File: src/rtl/bp_pkg.sv
// bp_pkg: shared branch-prediction types and defaults for the BTB and its resolve unit
package bp_pkg;

    localparam int XLEN             = 32;
    localparam int CTR_W            = 2;
    localparam int CTR_TAKEN_THRESH = 2;

    typedef struct packed {
        logic             valid;
        logic             is_cf;
        logic [XLEN-1:0]  pc;
        logic [XLEN-1:0]  pred_pc;
        logic [CTR_W-1:0] pred_ctr;
    } shadow_t;

endpackage

File: src/rtl/sat_counter_update.sv
// sat_counter_update: next value of a saturating branch-prediction counter
module sat_counter_update #(
    parameter int CTR_W = 2
) (
    input  logic [CTR_W-1:0] ctr,
    input  logic             taken,
    output logic [CTR_W-1:0] next_ctr
);

    // step towards taken/not-taken, sticking at all-ones and at zero
    always_comb begin
        next_ctr = taken ? ((&ctr) ? ctr : ctr + 1'b1)
                         : ((|ctr) ? ctr - 1'b1 : ctr);
    end

endmodule

File: src/rtl/branch_resolve_unit.sv
// branch_resolve_unit: carries BTB predictions to EX, resolves them and emits BTB updates.
// Optional BRU_PERF_CNT_EN adds saturating perf_branches / perf_mispred counters.
module branch_resolve_unit
    import bp_pkg::*;
#(
    parameter int XLEN   = bp_pkg::XLEN,
    parameter int CTR_W  = bp_pkg::CTR_W,
    parameter int PERF_W = 32
) (
    input  logic             clk,
    input  logic             reset,
    input  logic             if_valid,
    input  logic [XLEN-1:0]  if_pc,
    input  logic             if_is_cf,
    input  logic [XLEN-1:0]  if_pred_pc,
    input  logic [CTR_W-1:0] if_pred_ctr,
    input  logic             stall_id,
    input  logic             stall_ex,
    input  logic             ex_taken,
    input  logic [XLEN-1:0]  ex_target,
    output logic             mispredict,
    output logic [XLEN-1:0]  redirect_pc,
    output logic             upd_valid,
    output logic [XLEN-1:0]  upd_pc,
    output logic [XLEN-1:0]  upd_target,
    output logic [CTR_W-1:0] upd_ctr
`ifdef BRU_PERF_CNT_EN
    ,
    output logic [PERF_W-1:0] perf_branches,
    output logic [PERF_W-1:0] perf_mispred
`endif
);

    shadow_t          s1, s2;
    logic             resolve;
    logic [XLEN-1:0]  actual_pc;
    logic [CTR_W-1:0] next_ctr;

    sat_counter_update #(.CTR_W(CTR_W)) u_ctr (
        .ctr      (s2.pred_ctr),
        .taken    (ex_taken),
        .next_ctr (next_ctr)
    );

    // IF/ID shadow: squash on mispredict, hold on stall_id, else capture fetch
    always_ff @(posedge clk or posedge reset) begin
        if (reset)
            s1 <= '0;
        else if (mispredict)
            s1.valid <= 1'b0;
        else if (!stall_id)
            s1 <= '{valid: if_valid, is_cf: if_is_cf, pc: if_pc,
                    pred_pc: if_pred_pc, pred_ctr: if_pred_ctr};
    end

    // ID/EX shadow: hold on stall_ex, bubble on mispredict or stall_id, else advance
    always_ff @(posedge clk or posedge reset) begin
        if (reset)
            s2 <= '0;
        else if (stall_ex)
            s2 <= s2;
        else if (mispredict || stall_id)
            s2.valid <= 1'b0;
        else
            s2 <= s1;
    end

    // resolve a control-flow instruction in EX against its real next PC
    always_comb begin
        resolve     = s2.valid && s2.is_cf && !stall_ex;
        actual_pc   = ex_taken ? ex_target : s2.pc + XLEN'(4);
        mispredict  = resolve && (actual_pc != s2.pred_pc);
        redirect_pc = mispredict ? actual_pc : '0;
    end

    // BTB write one cycle after every resolve, right or wrong, so counters train
    always_ff @(posedge clk or posedge reset) begin
        if (reset) begin
            upd_valid  <= 1'b0;
            upd_pc     <= '0;
            upd_target <= '0;
            upd_ctr    <= '0;
        end else begin
            upd_valid <= resolve;
            if (resolve) begin
                upd_pc     <= s2.pc;
                upd_target <= ex_target;
                upd_ctr    <= next_ctr;
            end
        end
    end

`ifdef BRU_PERF_CNT_EN
    // saturating event counters for resolved branches and mispredicts
    always_ff @(posedge clk or posedge reset) begin
        if (reset) begin
            perf_branches <= '0;
            perf_mispred  <= '0;
        end else begin
            if (resolve && !(&perf_branches))
                perf_branches <= perf_branches + 1'b1;
            if (mispredict && !(&perf_mispred))
                perf_mispred <= perf_mispred + 1'b1;
        end
    end
`endif

endmodule

File: config.mk
export PLATFORM = sky130hd
export DESIGN_NAME = branch_resolve_unit
export DESIGN_NICKNAME = d
export VERILOG_FILES = /design/src/rtl/bp_pkg.sv /design/src/rtl/sat_counter_update.sv /design/src/rtl/branch_resolve_unit.sv
export SDC_FILE = /design/constraint.sdc
export NUM_CORES = 1
export LEC_CHECK = 0
export CAP_MARGIN = 30
export CELL_PAD_IN_SITES_DETAIL_PLACEMENT = 1
export CELL_PAD_IN_SITES_GLOBAL_PLACEMENT = 2
export CORE_MARGIN = 2
export CORE_UTILIZATION = 30
export CTS_CLUSTER_SIZE = 28
export DETAILED_ROUTE_END_ITERATION = 6
export PLACE_DENSITY = 0.8
export RECOVER_POWER = 50
export SLEW_MARGIN = 10
export SYNTH_ARGS = -nofsm -noshare
export SYNTH_HDL_FRONTEND = slang
export SYNTH_SLANG_ARGS = --single-unit
File: constraint.sdc
create_clock -name clk -period 7.8 [get_ports clk]
set_input_delay 1.95 -clock clk [delete_from_list [all_inputs] [get_ports clk]]
set_output_delay 1.95 -clock clk [all_outputs]
set_load 0.02 [all_outputs]
==> results of run 1 <==
==> metal layers <==
| layer | wire length, um | part of all wire | vias to the layer above | global-route usage |
|---|---|---|---|---|
| met5 | 12 | 0.00036 | - | 0 |
| met4 | 697 | 0.021 | 2 | 0.0475 |
| met3 | 1850 | 0.055 | 54 | 0.0369 |
| met2 | 15900 | 0.47 | 218 | 0.307 |
| met1 | 15000 | 0.45 | 4025 | 0.254 |
| li1 | - | - | 3619 | - |
==> layout by cell type (no fill, tap or decap), types with 23 or more instances in the layout <==
master | Yosys | final
clkbuf_16 | 0 | 25
nor2_1 | 57 | 57
dfrtp_1 | 203 | 203
nand2_1 | 212 | 212
a21oi_1 | 23 | 23
clkdlybuf4s50_1 | 0 | 176
mux2_2 | 63 | 63
xor2_1 | 26 | 26
mux2_4 | 70 | 70
xnor2_1 | 38 | 38
dlygate4sd3_1 | 0 | 27
==> flip-flops by register name, indices dropped and copies added, names as in the netlist <==
signal	flops
s1	68
s2	68
upd_pc	32
upd_target	32
upd_ctr	2
upd_valid	1
==> power by group through the flow <==
| stage | sequential, W | clock [W] | combinational, W |
|---|---|---|---|
| after floorplan | 0.00174 | 0 | 0.000695 |
| after global placement | 0.00167 | 0 | 0.00139 |
| after detailed placement | 0.00169 | 0 | 0.00141 |
| after CTS | 0.00167 | 0.00115 | 0.00142 |
| after global routing | 0.00172 | 0.00119 | 0.00150 |
| final | 0.00167 | 0.00112 | 0.00138 |
==> worst max-delay path: cells and delay by family <==
family                 cells  cell delay, ps
AND/OR/NAND/NOR            7            1490
AO/OA/AOI/OAI              2             560
buffers and inverters      5            1460
==> metrics by stage <==
stage	std cells	setup WS [ps]	power, W	hold slack (ps)	utilization
2_1_floorplan	944	311	0.00244	460	-
3_3_place_gp	1551	441	0.00306	458	0.376
3_5_place_dp	1551	378	0.00310	463	0.376
4_1_cts	1593	341	0.00425	478	0.399
5_1_grt	1597	136	0.00440	493	0.399
6_report	1597	380	0.00417	468	0.399
==> cell families (layout without fill, tap and decap cells) <==
group	after synthesis	in the layout	share of synthesized area
buffers and inverters	77	280	0.0431
adder cells (fa/ha/maj)	1	1	0.00122
AND/OR/NAND/NOR	369	369	0.163
flip-flops	203	203	0.496
XOR/XNOR	65	65	0.0569
other	0	2	0
AO/OA/AOI/OAI	89	89	0.0616
multiplexers	140	140	0.179
==> final timing paths <==
path | start | endpoint | cells after the start
max | ex_target[2] | redirect_pc[2] | 14
max reg2reg | s2[67] | s2[19] | 7
min in group asynchronous | reset | upd_pc[15] | 2
min | upd_pc[2] | upd_pc[2] | 2
max in group asynchronous | reset | s1[5] | 4
min reg2reg | upd_pc[2] | upd_pc[2] | 2
==> layout make-up <==
type | count | area (sq um)
inverters | 15 | 57.6
well taps | 448 | 561
flip-flops and latches | 203 | 5080
multi-input cells | 664 | 4730
fillers | 3706 | 20200
repair buffers | 223 | 2200
clock inverters | 6 | 58.8
clock buffers | 36 | 717
diodes | 2 | 5.00
==> results.toml, run 1 <==
[timing]
fin_crit_sh = 0.951
layout_min_cycle_time_ps = 7420
slew-limit-headroom = -1.55
clock_skew_ps = 12.6
maxSlewViolCount = 207
tns_ps = 0
finalHoldViolCount = 0
rsz0062_at_grt = "no"
max_slew.worst_pin.slew_ps = 3820
finalSetupViolCount = 0
fmax_mhz = 135

[global_route]
grt_first_pass_wirelength_um = 51800
grt_usage = 0.188
grt_overflow = 0
grt_pass1_vias = 8490
antenna_found_initial = 3
grt_max_degree = 75

[placement]
dp_hpwl_um = 24100
io_buffers = 204
gp_congestion = 0.884
place_area_sq_um = 12600

[setup_path]
ff2ff_setup_slack_ps = 2580
crit_type = "in2out"
crit_chain = "clkdlybuf4s50_1 > and2_1 > or3_1 > a2111oi_0 > buf_4 > nand4_1 > nor4_1 > and4_4 > nand4_1 > nand2_1 > buf_4 > inv_1 > o21a_1 > clkdlybuf4s50_1"
slowest_delay_ps = 530
worst-path-max-fanout = 8
critPathCaptureType = "primary output"
cp.required_ps = 5850
critPathArrivalTime_ps = 5470
critPathSlowestCell = "clkdlybuf4s50_1"
critPathLaunchType = "input pin"

[floorplanning]
die_height_um = 189
start_util = 0.305
rows = 67
fp.dieW_um = 189
core-area_sq_um = 33600
pin_count = 205
dieArea_sq_um = 35600

[routing]
wl_per_cell_um = 21.0
drt_iter0_drc = 333
route.detailed.drc = 0
dr_total_vias = 7918
first_pass_iters = 4
drtAntennaViolNets = 0
drt-total-wl_um = 33500
vias_per_cell = 4.96

[clock_tree]
tritoncts = "yes"
cts.sinks = 203
cts.clk_slew.worst_paths_ps = 60
cts_hold_buf = 0
cts_resized = 0
root_buffer = "clkbuf_16"
clk_latency_ps = 520
h-tree-depth = 1
cts_buffers = 25
clock_path_buffers = 3
post-cts-setup-buffers = 0

[logic_synthesis]
syn_nets = 1050
ys_seq_area_frac = 0.496
yosys-top-cells-count = "212 x nand2_1, 203 x dfrtp_1, 70 x mux2_4"
synth_top_flop_cell = "dfrtp_1"
synth_warnings = 0
ys_ff_latch = 203
yosysTopAreaCellShare = 0.496
async_reset_ff_frac = 1.00
synth.largest_area_cell = "dfrtp_1"
synth.area.top_cells = "dfrtp_1 50%, mux2_4 10%, nand2_1 7.8%"
synth_cell_types = 71
syn_area_per_cell_sq_um = 10.9
syn_inst = 944
synth_edf_count = 0
netlist_area_sq_um = 10200
synth_most_common_cell = "nand2_1"

[final_layout]
drive_above_1_share = 0.180
syn_to_final_growth_pct = 30.9
fin_area_sq_um = 13400
nets = 1238

[power]
power.density_nw_per_um2 = 311
seqPwrFrac = 0.400
ir_drop_v = 0.000149
leakagePower_nw = 5.86
clockPowerShare = 0.268
switchingPower_w = 0.00146
p_int_w = 0.00271
combPwrFrac = 0.332
swShare = 0.351

[status]
violations = "capacitance limit, slew limit"
status = "complete, but fails checks"

[job]
maxCapViolations = 3

[hold_path]
min_path_type = "reg2reg"
Note: power is estimated with default switching activity, not from simulation.
==> run 2: changes to the inputs <==
--- a/config.mk
+++ b/config.mk
@@ -5,10 +5,10 @@
 export SDC_FILE = /design/constraint.sdc
 export NUM_CORES = 1
 export LEC_CHECK = 0
-export CAP_MARGIN = 30
+export CAP_MARGIN = 20
 export CELL_PAD_IN_SITES_DETAIL_PLACEMENT = 1
 export CELL_PAD_IN_SITES_GLOBAL_PLACEMENT = 2
-export CORE_MARGIN = 2
+export CORE_MARGIN = 3
 export CORE_UTILIZATION = 30
 export CTS_CLUSTER_SIZE = 28
 export DETAILED_ROUTE_END_ITERATION = 6
==> run 2 against run 1 <==
Compared with the run above:
- the flow still finishes with violations (capacitance limit, slew limit)
- via count fell by 0.24%
- combinational power barely moved
- register-to-register slack improved by 20 ps
- clock-buffer cell count decreased by 1
- sequential cell count unchanged
- first-iteration DRC count increased by 9.9%
- core utilization increased by 0.11 points
- routed wire length grew 1.5%
- highest routed layer is now met4
==> results.toml, run 2 (synthesized netlist as in run 1, its figures left out) <==
[timing]
clock_skew_ps = 7.96
rsz0062_at_grt = "no"
slew-limit-headroom = -1.82
max_slew.worst_pin.slew_ps = 4200
finalSetupViolCount = 0
finalHoldViolCount = 0
tns_ps = 0
maxSlewViolCount = 231
fin_crit_sh = 0.952
whs_ps = 466
fmax_mhz = 135
layout_min_cycle_time_ps = 7420

[clock_tree]
h-tree-depth = 1
tritoncts = "yes"
root_buffer = "clkbuf_16"
cts_resized = 0
cts_buffers = 25
cts.clk_slew.worst_paths_ps = 60
clk_latency_ps = 520
clock_path_buffers = 3
post-cts-setup-buffers = 0
cts.sinks = 203
cts_hold_buf = 0

[placement]
io_buffers = 204
gp_congestion = 0.857
dp_hpwl_um = 24600

[final_layout]
layout_common_cells = "212 x nand2_1, 203 x dfrtp_1, 178 x clkdlybuf4s50_1"
final_common_cell = "nand2_1"
syn_to_final_growth_pct = 31.3
reg_top3 = "s1 x68, s2 x68"
nets = 1238
drive_above_1_share = 0.181

[setup_path]
worst-path-max-fanout = 10
critPathCaptureType = "primary output"
r2r-start = "s2[67]"
cp.required_ps = 5850
critPathSlowestCell = "o41ai_1"
critPathArrivalTime_ps = 5470
crit_chain = "clkdlybuf4s50_1 > xnor2_1 > o221ai_1 > o41ai_1 > nand4_1 > nor4_1 > and4_4 > nand4_1 > nand2_1 > buf_4 > inv_1 > o21a_1 > clkdlybuf4s50_1"
path_buf_inv = 4
slowest_delay_ps = 550
cp_top_family = "buffers and inverters"
ff2ff_setup_slack_ps = 2600
critPathLaunchType = "input pin"
worstRegToRegCells = 7
crit_type = "in2out"
r2r_end = "s2[8]"

[floorplanning]
start_util = 0.305
rows = 67
dieArea_sq_um = 36400
pin_count = 205
core-area_sq_um = 33600
die_height_um = 191
fp.dieW_um = 191

[hold_path]
min_path_type = "reg2reg"
hold-path-cell-count = 2
hold_start = "upd_target[5]"
whs_endpoint = "upd_target[5]"

[global_route]
grt_first_pass_wirelength_um = 52200
grt_pass1_vias = 8418
grt_usage = 0.186
grt_max_degree = 93
grt_overflow = 0
antenna_found_initial = 0

[job]
maxCapViolations = 3

[routing]
dr_total_vias = 7899
first_pass_iters = 5
route.detailed.drc = 0
drtAntennaViolNets = 0
drt-total-wl_um = 34000
drt_iter0_drc = 366
vias_per_cell = 4.95
wl_per_cell_um = 21.3

[power]
leakagePower_nw = 5.87
power.density_nw_per_um2 = 315
ir_drop_v = 0.000203

[status]
violations = "capacitance limit, slew limit"
status = "complete, but fails checks"
[run 2: cell types whose count changed in the layout (fill, tap and decap cells not counted), sizes merged]
cell           delta
buf               +1
inv               -1
clkinv            -2
clkinvlp          +3
bufinv            +2
diode             -1
clkdlybuf4s50     +2
clkbuf            -2
dlygate4sd3       -2
[run 2: worst max-delay path by stage]
stage / from / slack [ps] / cells past startpoint / to
2_1_floorplan: reset / 310 / 1 / s1[0]
3_3_place_gp: ex_target[30] / 440 / 13 / redirect_pc[2]
3_5_place_dp: ex_target[30] / 410 / 13 / redirect_pc[2]
4_1_cts: ex_target[2] / 380 / 14 / redirect_pc[2]
5_1_grt: ex_target[2] / 200 / 14 / redirect_pc[2]
6_report: ex_target[9] / 380 / 13 / redirect_pc[2]
[run 2: through the flow]
| step | total power, W | setup WS, ps | util | cell area, sq um | instances |
|---|---|---|---|---|---|
| 2_1_floorplan | 0.00244 | 311 | - | 10200 | 944 |
| 4_1_cts | 0.00432 | 379 | 0.401 | 13500 | 1596 |
| 3_3_place_gp | 0.00306 | 444 | 0.375 | 12600 | 1552 |
| 6_report | 0.00424 | 377 | 0.400 | 13500 | 1597 |
| 5_1_grt | 0.00449 | 201 | 0.400 | 13400 | 1596 |
| 3_5_place_dp | 0.00310 | 413 | 0.376 | 12600 | 1553 |
[run 2: per-layer routing]
metal  up-vias  global-route usage  share of wire  wire, um
met2       227               0.311           0.48     16400
met5         -                   0              0         0
li1       3618                   -              -         -
met1      4006               0.250           0.44     14800
met3        48              0.0358          0.059      2020
met4         0              0.0432          0.022       756
[run 2: where the power goes]
group	leakage (nW)	switching (W)	internal [W]
sequential	2.43	0.000314	0.00136
clock	0.395	0.000461	0.000725
combinational	3.04	0.000696	0.000686
[run 2: worst reg2reg max path, stage by stage, from the launching register on]
cell      delay (ps)
dfrtp_1          380
nand2_1           80
or2_2            110
clkbuf_1        2640
o21ai_4          650
buf_16           400
buf_4            400
mux2_4           440
[run 2: cell type report]
class	count	area [sq um]
fillers	3694	20200
flip-flops and latches	203	5080
multi-input cells	664	4730
repair buffers	223	2190
clock buffers	35	703
well taps	448	561
clock inverters	8	126
inverters	15	57.6
diodes	1	2.50
